`config.mk`:
```
export PLATFORM = sky130hd
export DESIGN_NAME = useq_controller
export DESIGN_NICKNAME = d
export VERILOG_FILES = /design/src/rtl/useq_pkg.sv /design/src/rtl/useq_stack.sv /design/src/rtl/useq_controller.sv
export SDC_FILE = /design/constraint.sdc
export NUM_CORES = 1
export LEC_CHECK = 0
export ABC_AREA = 0
export CAP_MARGIN = 30
export CORE_ASPECT_RATIO = 2
export CORE_MARGIN = 5
export CORE_UTILIZATION = 45
export CTS_CLUSTER_DIAMETER = 80
export DETAILED_ROUTE_END_ITERATION = 7
export PLACE_DENSITY = 0.74
export SETUP_SLACK_MARGIN = 0.15
export SKIP_LAST_GASP = 1
export SLEW_MARGIN = 10
export SYNTH_ARGS = -nofsm -noshare
export SYNTH_HDL_FRONTEND = slang
export SYNTH_SLANG_ARGS = --single-unit
```
`constraint.sdc`:
```
create_clock -name clk -period 5.3 [get_ports clk]
set_input_delay 0.795 -clock clk [delete_from_list [all_inputs] [get_ports clk]]
set_output_delay 0.795 -clock clk [all_outputs]
set_load 0.01 [all_outputs]
```
`src/rtl/useq_pkg.sv`:
```
// Shared definitions for the microprogram sequencer: microword field
// positions, sequencing-op encodings and the controller state set.
package useq_pkg;

  localparam int unsigned ADDR_HI = 20;
  localparam int unsigned ADDR_LO = 13;
  localparam int unsigned SEQ_HI  = 2;
  localparam int unsigned SEQ_LO  = 0;

  typedef enum logic [2:0] {
    SEQ_NEXT = 3'b000,
    SEQ_JMP  = 3'b001,
    SEQ_MAP  = 3'b010,
    SEQ_BRC  = 3'b011,
    SEQ_BRZ  = 3'b100,
    SEQ_CALL = 3'b101,
    SEQ_RET  = 3'b110,
    SEQ_HALT = 3'b111
  } seq_op_e;

  typedef enum logic [1:0] {
    ST_HALT   = 2'd0,
    ST_FETCH  = 2'd1,
    ST_DECODE = 2'd2,
    ST_EXEC   = 2'd3
  } state_e;

endpackage

```
`src/rtl/useq_stack.sv`:
```
// Return-address LIFO for CALL/RET. Push on full and pop on empty are
// dropped here; the controller flags them as a fault.
module useq_stack #(
  parameter int unsigned DEPTH = 4
) (
  input  logic       clk,
  input  logic       rst,
  input  logic       push,
  input  logic       pop,
  input  logic [7:0] din,
  output logic [7:0] dout,
  output logic       full,
  output logic       empty
);

  localparam int unsigned SPW = $clog2(DEPTH + 1);

  logic [7:0]     mem_q [DEPTH];
  logic [SPW-1:0] sp_q, sp_d;
  logic           do_push, do_pop;

  assign full    = (sp_q == SPW'(DEPTH));
  assign empty   = (sp_q == '0);
  assign do_push = push & ~full;
  assign do_pop  = pop & ~empty & ~do_push;

  // Top-of-stack read: entry just below the stack pointer.
  always_comb begin
    dout = '0;
    for (int unsigned i = 0; i < DEPTH; i++) begin
      if (SPW'(i + 1) == sp_q) dout = mem_q[i];
    end
  end

  // Stack pointer next value.
  always_comb begin
    sp_d = sp_q;
    if (do_push)     sp_d = sp_q + 1'b1;
    else if (do_pop) sp_d = sp_q - 1'b1;
  end

  // Pointer and storage registers.
  always_ff @(posedge clk or posedge rst) begin
    if (rst) begin
      sp_q <= '0;
      for (int unsigned i = 0; i < DEPTH; i++) mem_q[i] <= '0;
    end else begin
      sp_q <= sp_d;
      if (do_push) begin
        for (int unsigned i = 0; i < DEPTH; i++) begin
          if (SPW'(i) == sp_q) mem_q[i] <= din;
        end
      end
    end
  end

endmodule

```
`src/rtl/useq_controller.sv`:
```
// Microprogram sequencer: fetches a 24-bit microword from the synchronous
// ROM, latches it into the MIR, strobes it to the datapath for one cycle
// and computes the next microaddress. Three cycles per microinstruction.
module useq_controller
  import useq_pkg::*;
#(
  parameter logic [7:0]  RESET_ADDR  = 8'h00,
  parameter logic [3:0]  MAP_BASE    = 4'h8,
  parameter int unsigned STACK_DEPTH = 4
) (
  input  logic        clk,
  input  logic        rst,
  input  logic        run,
  input  logic        step,
  input  logic [23:0] rom_data,
  input  logic        flag_c,
  input  logic        flag_z,
  input  logic [3:0]  ir_op,
  output logic [7:0]  rom_addr,
  output logic        rom_en,
  output logic [23:0] mir,
  output logic        mir_valid,
  output logic [7:0]  upc,
  output logic        halted,
  output logic        fault
);

  state_e      state_q, state_d;
  logic [7:0]  upc_q, upc_d;
  logic [23:0] mir_q, mir_d;
  logic        fault_q, fault_d;
  logic        run_q;

  logic [7:0]  addr_f, upc_inc;
  seq_op_e     seq;
  logic        stop;
  logic        stk_push, stk_pop, stk_full, stk_empty;
  logic [7:0]  stk_dout;

  assign addr_f  = mir_q[ADDR_HI:ADDR_LO];
  assign seq     = seq_op_e'(mir_q[SEQ_HI:SEQ_LO]);
  assign upc_inc = upc_q + 8'd1;

  useq_stack #(
    .DEPTH(STACK_DEPTH)
  ) u_stack (
    .clk  (clk),
    .rst  (rst),
    .push (stk_push),
    .pop  (stk_pop),
    .din  (upc_inc),
    .dout (stk_dout),
    .full (stk_full),
    .empty(stk_empty)
  );

  // Next-state, next-address and stack control.
  always_comb begin
    state_d  = state_q;
    upc_d    = upc_q;
    mir_d    = mir_q;
    fault_d  = fault_q;
    stk_push = 1'b0;
    stk_pop  = 1'b0;
    stop     = 1'b0;
    case (state_q)
      ST_HALT: begin
        if (!fault_q && ((run && !run_q) || step)) state_d = ST_FETCH;
      end
      ST_FETCH: state_d = ST_DECODE;
      ST_DECODE: begin
        mir_d   = rom_data;
        state_d = ST_EXEC;
      end
      ST_EXEC: begin
        case (seq)
          SEQ_NEXT: upc_d = upc_inc;
          SEQ_JMP:  upc_d = addr_f;
          SEQ_MAP:  upc_d = {MAP_BASE, ir_op};
          SEQ_BRC:  upc_d = flag_c ? addr_f : upc_inc;
          SEQ_BRZ:  upc_d = flag_z ? addr_f : upc_inc;
          SEQ_CALL: begin
            if (stk_full) begin
              fault_d = 1'b1;
              stop    = 1'b1;
            end else begin
              stk_push = 1'b1;
              upc_d    = addr_f;
            end
          end
          SEQ_RET: begin
            if (stk_empty) begin
              fault_d = 1'b1;
              stop    = 1'b1;
            end else begin
              stk_pop = 1'b1;
              upc_d   = stk_dout;
            end
          end
          SEQ_HALT: begin
            upc_d = upc_inc;
            stop  = 1'b1;
          end
        endcase
        state_d = (stop || !run) ? ST_HALT : ST_FETCH;
      end
    endcase
  end

  // Sequencer state registers.
  always_ff @(posedge clk or posedge rst) begin
    if (rst) begin
      state_q <= ST_HALT;
      upc_q   <= RESET_ADDR;
      mir_q   <= '0;
      fault_q <= 1'b0;
      run_q   <= 1'b0;
    end else begin
      state_q <= state_d;
      upc_q   <= upc_d;
      mir_q   <= mir_d;
      fault_q <= fault_d;
      run_q   <= run;
    end
  end

  assign rom_addr  = upc_q;
  assign rom_en    = (state_q == ST_FETCH);
  assign mir       = mir_q;
  assign mir_valid = (state_q == ST_EXEC);
  assign upc       = upc_q;
  assign halted    = (state_q == ST_HALT);
  assign fault     = fault_q;

endmodule

```
* Word level (Yosys, flattened, before mapping) *
Cells that the tools add are included.

storage, ports and cells
  flip-flop bits (word level) = 71
  output and inout port bits = 44
  word-level logic and storage cells = 85
  bits of input ports = 34

cells by class
  add/subtract/negate cells = 3
  bitwise logic cells = 6
  mux-type cells = 27
  equality and inequality tests = 20
  reduce and logical (&&, ||, !) cells = 19

operators by type and width
  kind                                                             count
  8-bit 2-to-1 mux                                                 8
  8-bit one-hot mux with 7 select lines                            1
  3-bit == test, second input constant                             5
  1-bit 2-to-1 mux                                                 12
  8-bit by 1-bit adder with 8-bit output, second input constant    1
  2-bit one-hot mux with 4 select lines                            1
  2-bit AND reduction                                              4
  2-bit by 3-bit == test with 1-bit output, first input constant   2
  3-bit by 2-bit == test with 1-bit output, second input constant  2
  3-bit logical NOT                                                2
  3-bit 2-to-1 mux                                                 2
  2-bit by 1-bit != test with 1-bit output, second input constant  3
  2-bit == test, second input constant                             2
  2-bit != test, second input constant                             2
  4-bit AND reduction                                              1
  2-bit nonzero test                                               2
  3-bit by 1-bit adder with 3-bit output, second input constant    1
  1-bit bitwise AND                                                3
  1-bit by 3-bit == test with 1-bit output, first input constant   1
  3-bit by 1-bit == test with 1-bit output, second input constant  1
  3-bit == test, first input constant                              1
  1-bit logical NOT                                                3
  1-bit inverter                                                   3
  1-bit one-hot mux with 3 select lines                            1
  9 further kinds                                                  11

* Depth between registers and ports, before layout *
Gate-level depths: netlist of the first run.

  word-level depth = 9
  depth in mapped cells = 9
  mapped depth without buffers = 7

* Hierarchy *
Synthesis of the first run repeated with hierarchy kept, for this count alone.

unflattened totals
  cell total of the unflattened synthesis = 314
  area total of the unflattened synthesis = 3,681.0 sq um

by module, submodules not included
  module           cells each  area each (sq um)  times used  seq. area each (sq um)
  useq_controller  172         1,936.9            1           900.9
  useq_stack       142         1,744.2            1           875.8

* Least setup slack after synthesis of the first run *
Ideal clock, no wire load.

  kind = register to register
  start point = register u_stack.sp_q[0]
  end point = register upc_q[7] (netlist: rom_addr[7])
  setup time = 0.082 ns
  arrival time = 1.762 ns
  buffers on the path = 2
  required time = 5.218 ns
  cell stages (with the launch flop) = 10
  clock period less this slack = 1.844 ns
  path slack = 3.456 ns
  cells stage by stage = dfrtp_1 > ha_1 > ha_1 > buf_6 > or2_1 > buf_6 > a21oi_2 > a21oi_1 > a211o_1 > a31oi_1

on the way
  cells in the longest elaborated chain, start to end = 7
  elaborated cells between the ends (all ways) = 15
  classes of those cells = eq/ne (7); mux (6); reduce/logical (2)

ends and longest elaborated chain
  what                                      RTL line                RTL
  from (decl)                               useq_stack.sv:19        logic [SPW-1:0] sp_q, sp_d;
  from (signal assigned)                    useq_stack.sv:48        sp_q <= sp_d;
  1-bit by 3-bit == test with 1-bit output  useq_stack.sv:31        if (SPW'(i + 1) == sp_q) dout = mem_q[i];
  8-bit 2-to-1 mux (4 in series)            useq_stack.sv:31
  8-bit 2-to-1 mux                          useq_controller.sv:92   if (stk_empty) begin
  8-bit one-hot mux with 7 select lines     useq_controller.sv:76   case (seq)
  to (signal assigned)                      useq_controller.sv:120  upc_q <= upc_d;
  to (decl)                                 useq_controller.sv:29   logic [7:0] upc_q, upc_d;

Several ways; a longest one is shown, not always the timed one. The select of a mux whose other input is x is not followed.
A chain may end at the register's enable or synchronous reset.

* Final worst setup path of the first run *
  start point = register state_q[0]
  end point = output halted

on the way
  cells in the longest elaborated chain, start to end = 1

ends and longest elaborated chain
  what                    RTL line                RTL
  from (decl)             useq_controller.sv:28   state_e state_q, state_d;
  from (signal assigned)  useq_controller.sv:119  state_q <= state_d;
  2-bit logical NOT       useq_controller.sv:132  assign halted = (state_q == ST_HALT);
  to (decl)               useq_controller.sv:24   output logic halted,

Every way passes these cells.

==> results.cfg, run 1 <==
[synthesis]
ys.flop_type = dfrtp_1
yosysSeqAreaShare = 0.499
yosys_warnings = 0
synthCells = 326
synth-seq-cells = 71
syn-num-nets = 371
syn_avg_cell_area_um2 = 10.9
synth_edf_count = 0
netlist_area_mm2 = 0.00356
synthDistinctLibCells = 51
ys_async_sr_fraction = 1.00

[detailed_routing]
wl_um = 8650
vias_per_cell = 5.68
firstDrtPassIters = 4
ant_nets = 0
drtIter0Drc = 222
remaining_drc_errors = 0
dr_total_vias = 2811
post_drt_wl_per_cell_um = 17.5

[sta]
slew_violations = 0
slew_headroom = 0.526
layout_min_cycle_time_ns = 2.41
finalCritPeriodShare = 0.454
grt_setup_unrepaired = false
tightest_slew_ns = 0.704
setup_violations = 0
hold_violations = 0
clock.fmax_mhz = 415
final.setup_skew_ns = 0.00596
final.setup.tns_ns = 0

[final_layout]
n_antenna_cell = 0
multi_input_area_mm2 = 0.00157
fillCellCount = 654
stdcell_count = 495
layout.nets = 439
layout_common_cells = clkdlybuf4s50_1, dfrtp_1, mux2_2, nand2_1, o21ai_0
register_area_mm2 = 0.00178
mostFrequentLayoutCell = clkdlybuf4s50_1
drive_above_1_share = 0.160
area_delta_synth_final_pct = 31.9

[worst_hold_path]
hold_path.class = reg -> reg

[cts]
clock_latency_ns = 0.33
cts_inserted_buffers = 9
post_cts_resized = 0
clockBufferDepth = 2
clock_sinks = 71
cts_tree = yes
post_cts_buffers = 0
ctsHoldBuffers = 0
htreeDepth = 3
cts-root-buf = clkbuf_16
clk_pin_slew_ns = 0.05

[floorplan]
dieWidth_um = 72.9
ios = 78
rows = 46
dieArea_mm2 = 0.00989
initial_core_util = 0.455
die_y_um = 136
core_area_mm2 = 0.00783

[global_route]
grtUsageMet2 = 0.288
met3_usage = 0.0461
grt_usage = 0.184
grt_antenna_before_repair = 0
grt_overflow = 0
grt_pass1_vias = 2811
grt_busiest_layer = met2
grtUsageMet1 = 0.228
grt_pass1_wl_um = 13900
grt_max_degree = 40

[place]
portBuffers = 77
place_congestion = 0.828
hpwl_um = 6260
place_inst = 478

[setup_path]
worstSetupStartpoint = state_q[0]
required_ns = 4.51
timing.rr.start = u_stack.sp_q[0]
regToRegEndpoint = u_stack.mem_q[5]
crit_fanout = 4
crit_end = halted
path_cells = inv_1, ha_1, clkdlybuf4s50_1
slowest_stage = clkdlybuf4s50_1
critPathArrivalTime_ns = 1.61
startpoint_type = register
worst-setup-path-type = reg -> out
slowest_delay_ns = 0.55
r2r_slack_ns = 3.17
crit_path_end_kind = primary output
ff2ff_path_depth = 5

[run]
drv_cap = 0

[status]
status = finished clean

[power_and_ir_drop]
p_leak_nw = 1.99
ir_drop_v = 0.000379
powerDensity_mw_per_mm2 = 662
critical path: cells and delay by family, from the launching register on:
kind / cells / cell delay (ns)
buffers and inverters: 2 / 0.67
DFF: 1 / 0.40
adders and majority gates: 1 / 0.21
layer usage:
metal,routed length (µm),part of all wire,vias up
met4,307,0.036,0
li1,-,-,1299
met5,0,0,-
met2,4260,0.49,108
met1,3630,0.42,1380
met3,450,0.052,24
cells in the mapped netlist, types with 3 or more instances:
master	n	share of area
nor2_1	16	0.017
buf_2	5	0.0070
xnor2_1	5	0.012
o211ai_1	14	0.030
mux2_1	4	0.013
nor2b_1	5	0.0088
xor2_1	3	0.0074
dfrtp_1	71	0.50
inv_1	15	0.016
ha_1	11	0.039
a22oi_1	9	0.019
o21ai_1	4	0.0056
o21ai_0	20	0.028
and3_1	3	0.0053
clkbuf_1	5	0.0053
a31oi_1	8	0.014
buf_4	11	0.023
nand2_1	26	0.027
a21oi_1	15	0.021
nand3_1	6	0.0084
mux2_2	34	0.11
cell type report:
cell class	instances	share of cell area
clock buffers	10	0.0488
repair buffers	80	0.171
inverters	16	0.0128
clock inverters	6	0.0283
well taps	96	0.0256
multi-input cells	216	0.335
flip-flops and latches	71	0.379
where the power goes:
| part | total [W] | leakage, nW | internal [W] | switching, W |
|---|---|---|---|---|
| sequential | 0.00102 | 0.893 | 0.000781 | 0.000235 |
| combinational | 0.00136 | 0.924 | 0.000703 | 0.000658 |
| clock | 0.000728 | 0.173 | 0.000506 | 0.000222 |
| total | 0.00311 | 1.99 | 0.00199 | 0.00112 |
cell families (layout without fill, tap and decap cells):
family,count (synthesis),in the layout,synth area share
AO/OA/AOI/OAI,86,86,0.159
multiplexers,40,40,0.126
XOR/XNOR,8,8,0.0197
adder cells (fa/ha/maj),11,11,0.0387
flip-flops,71,71,0.499
AND/OR/NAND/NOR,71,71,0.0985
buffers and inverters,39,112,0.0587
per-stage QoR:
stage / hold WS, ns / worst slack (ns) / power [W] / util / cell area (µm²)
detailed placement: 0.463 / 2.82 / 0.00237 / 0.551 / 4320
floorplan: 0.442 / 2.71 / 0.00183 / - / 3560
global placement: 0.456 / 2.89 / 0.00232 / 0.551 / 4320
global route: 0.503 / 2.82 / 0.00328 / 0.599 / 4690
finish: 0.477 / 2.89 / 0.00311 / 0.599 / 4690
CTS: 0.475 / 2.88 / 0.00311 / 0.598 / 4680
flip-flops by register name, summed over array words and instances (netlist names):
name and flops:
fault 1, u_stack.sp_q 3, u_stack.mem_q 32, state_q 2, mir 24, rom_addr 8
run_q 1
how the worst min path moves through the flow:
stage	startpoint	cells after the start	slack, ns	end
after CTS	u_stack.mem_q[0]	2	0.48	u_stack.mem_q[0]
final	u_stack.mem_q[0]	2	0.48	u_stack.mem_q[0]
after global placement	u_stack.mem_q[0]	2	0.46	u_stack.mem_q[0]
after floorplan	u_stack.mem_q[0]	2	0.44	u_stack.mem_q[0]
after detailed placement	u_stack.mem_q[0]	2	0.46	u_stack.mem_q[0]
after global routing	u_stack.mem_q[0]	2	0.50	u_stack.mem_q[0]
Note: power is estimated with default switching activity, not from simulation.
==> run 2, diff against run 1 <==
--- a/config.mk
+++ b/config.mk
@@ -12,7 +12,7 @@
 export CORE_UTILIZATION = 45
 export CTS_CLUSTER_DIAMETER = 80
 export DETAILED_ROUTE_END_ITERATION = 7
-export PLACE_DENSITY = 0.74
+export PLACE_DENSITY = 0.77
 export SETUP_SLACK_MARGIN = 0.15
 export SKIP_LAST_GASP = 1
 export SLEW_MARGIN = 10
==> constraint.sdc (replaced) <==
create_clock -name clk -period 2.2 [get_ports clk]
set_input_delay 0.33 -clock clk [delete_from_list [all_inputs] [get_ports clk]]
set_output_delay 0.33 -clock clk [all_outputs]
set_load 0.01 [all_outputs]
==> run 2 against run 1 <==
  * Utilization grew 0.82 points
  * Critical path type unchanged
  * Worst setup slack lost 2.7 ns
  * Hold slack lost 0.023 ns
  * Global-route usage grew 0.23 points
  * Critical path depth is the same
  * First-iteration DRC count shrank 52%
  * Clock-buffer cell count grew 5
  * Flip-flop and latch count is the same
  * Cell area grew 1.4%
  * Sequential power grew 130%
  * Routed wire length shrank 0.57%
==> results.cfg, run 2 (same netlist as run 1, synthesis figures left out) <==
[global_route]
grt_overflow = 0
grt_pass1_wl_um = 14100
grt_max_degree = 72
grt_antenna_before_repair = 0
grt_usage = 0.186
grt_pass1_vias = 2808

[cts]
cts_inserted_buffers = 9
cts_tree = yes
clock_latency_ns = 0.33
htreeDepth = 3
cts-root-buf = clkbuf_16
clockBufferDepth = 2
clk_pin_slew_ns = 0.05
clock_sinks = 71

[final_layout]
largest_reg_flops = 32
utilization = 0.608
regMostFlops = u_stack.mem_q
area_delta_synth_final_pct = 33.6
layout_common_cells = clkdlybuf4s50_1, dfrtp_1, mux2_2, nand2_1, o21ai_0
drive_above_1_share = 0.193
layout.nets = 450
n_antenna_cell = 0
mostFrequentLayoutCell = clkdlybuf4s50_1

[power_and_ir_drop]
power_frac_clock = 0.200
combPwrFrac = 0.477
seqPwrFrac = 0.322
powerDensity_mw_per_mm2 = 1540
switching_share = 0.365
switchingPower_w = 0.00268
p_int_w = 0.00466
ir_drop_v = 0.000828
p_leak_nw = 2.03

[detailed_routing]
ant_nets = 0
drtIter0Drc = 107
post_drt_wl_per_cell_um = 17.0
dr_total_vias = 2722
firstDrtPassIters = 4
remaining_drc_errors = 0
vias_per_cell = 5.38
wl_um = 8600

[floorplan]
dieArea_mm2 = 0.00989
ios = 78
die_y_um = 136
core_area_mm2 = 0.00783
dieWidth_um = 72.9
initial_core_util = 0.455
rows = 46

[place]
hpwl_um = 6370
portBuffers = 77
place_congestion = 0.794

[sta]
finalCritPeriodShare = 0.901
final.setup_skew_ns = 0.00884
final.setup.tns_ns = 0
hold_slack_ns = 0.454
tightest_slew_ns = 0.645
setup_violations = 0
slew_violations = 0
slew_headroom = 0.568
clock.fmax_mhz = 504
layout_min_cycle_time_ns = 1.98
grt_setup_unrepaired = false
hold_violations = 0

[run]
drv_cap = 0

[setup_path]
required_ns = 1.87
slowest_delay_ns = 0.54
slowest_stage = clkdlybuf4s50_1
cp_top_family = buffers and inverters
worst-setup-path-type = reg -> out
path_cells = inv_1, ha_2, clkdlybuf4s50_1
crit_path_end_kind = primary output
startpoint_type = register
cp_num_buf_inv = 2
critPathArrivalTime_ns = 1.65
crit_fanout = 4

[status]
status = finished clean

[worst_hold_path]
hold_path.class = in -> async
## run 2: cell types whose count changed in the layout (fill, tap and decap cells not counted)
cell / previous run / this run
inv_2: 2 / 1
and2_1: 1 / 0
clkinv_2: 1 / 0
ha_2: 0 / 2
and2_2: 0 / 1
bufinv_16: 4 / 0
ha_1: 11 / 9
clkinvlp_4: 1 / 2
clkbuf_1: 1 / 0
buf_8: 1 / 0
buf_4: 2 / 12
buf_12: 0 / 2
clkbuf_8: 0 / 6
## run 2: path summary, 6_finish.rpt
| path | startpoint | to | slack [ns] | depth (start not counted) |
|---|---|---|---|---|
| setup / recovery | state_q[0] | halted | 0.22 | 3 |
| hold / removal | rst | u_stack.mem_q[29] | 0.45 | 3 |
| hold reg to reg | u_stack.mem_q[0] | u_stack.mem_q[0] | 0.47 | 2 |
| min in group clk | u_stack.mem_q[0] | u_stack.mem_q[0] | 0.47 | 2 |
| max in group asynchronous | rst | mir[19] | 1.44 | 3 |
| setup reg to reg | state_q[1] | u_stack.mem_q[6] | 0.29 | 5 |
## run 2: timing repair
action                                  in CTS  in global routing
endpoints found under the setup margin       0                  8
hold buffers                                 0                  0
buffers inserted                             0                  0
endpoints found under the hold margin        0                  0
gates resized for setup                      0                  3
## run 2: power groups by stage
stage | clock, W | sequential, W | combinational (W)
floorplan | 0 | 0.00240 | 0.00201
global placement | 0 | 0.00236 | 0.00345
detailed placement | 0 | 0.00238 | 0.00350
CTS | 0.00150 | 0.00237 | 0.00353
global route | 0.00158 | 0.00245 | 0.00382
finish | 0.00147 | 0.00237 | 0.00350
## run 2: cell type report
class / instances / area (µm²)
Sequential cell: 71 / 1780
Clock buffer: 15 / 308
Fill cell: 655 / 3070
Tap cell: 96 / 120
Inverter: 16 / 63.8
Multi-Input combinational cell: 216 / 1580
Timing Repair Buffer: 91 / 901
Clock inverter: 1 / 7.51
## run 2: routing by layer
metal | vias to the layer above | share of wire | global-route usage
li1 | 1318 | - | -
met4 | 0 | 0.021 | 0.0780
met1 | 1306 | 0.41 | 0.226
met3 | 12 | 0.062 | 0.0483
met2 | 86 | 0.51 | 0.308
met5 | - | 0 | 0
## run 2: metrics by stage
step                      setup slack, ns  cells  instance area [µm²]  power, W
after floorplan                     0.356    326                 3560   0.00441
after global placement              0.300    490                 4430   0.00581
after detailed placement            0.270    490                 4430   0.00588
after CTS                           0.195    506                 4750   0.00740
after global routing                0.154    506                 4760   0.00784
final                               0.218    506                 4760   0.00734
## run 2: worst reg2reg max path, stage by stage (launching register included)
cell and delay [ns]:
dfrtp_1 0.40, ha_1 0.30, nand2_1 0.16, nor2_1 0.19, nand3_1 0.35, mux2_2 0.40
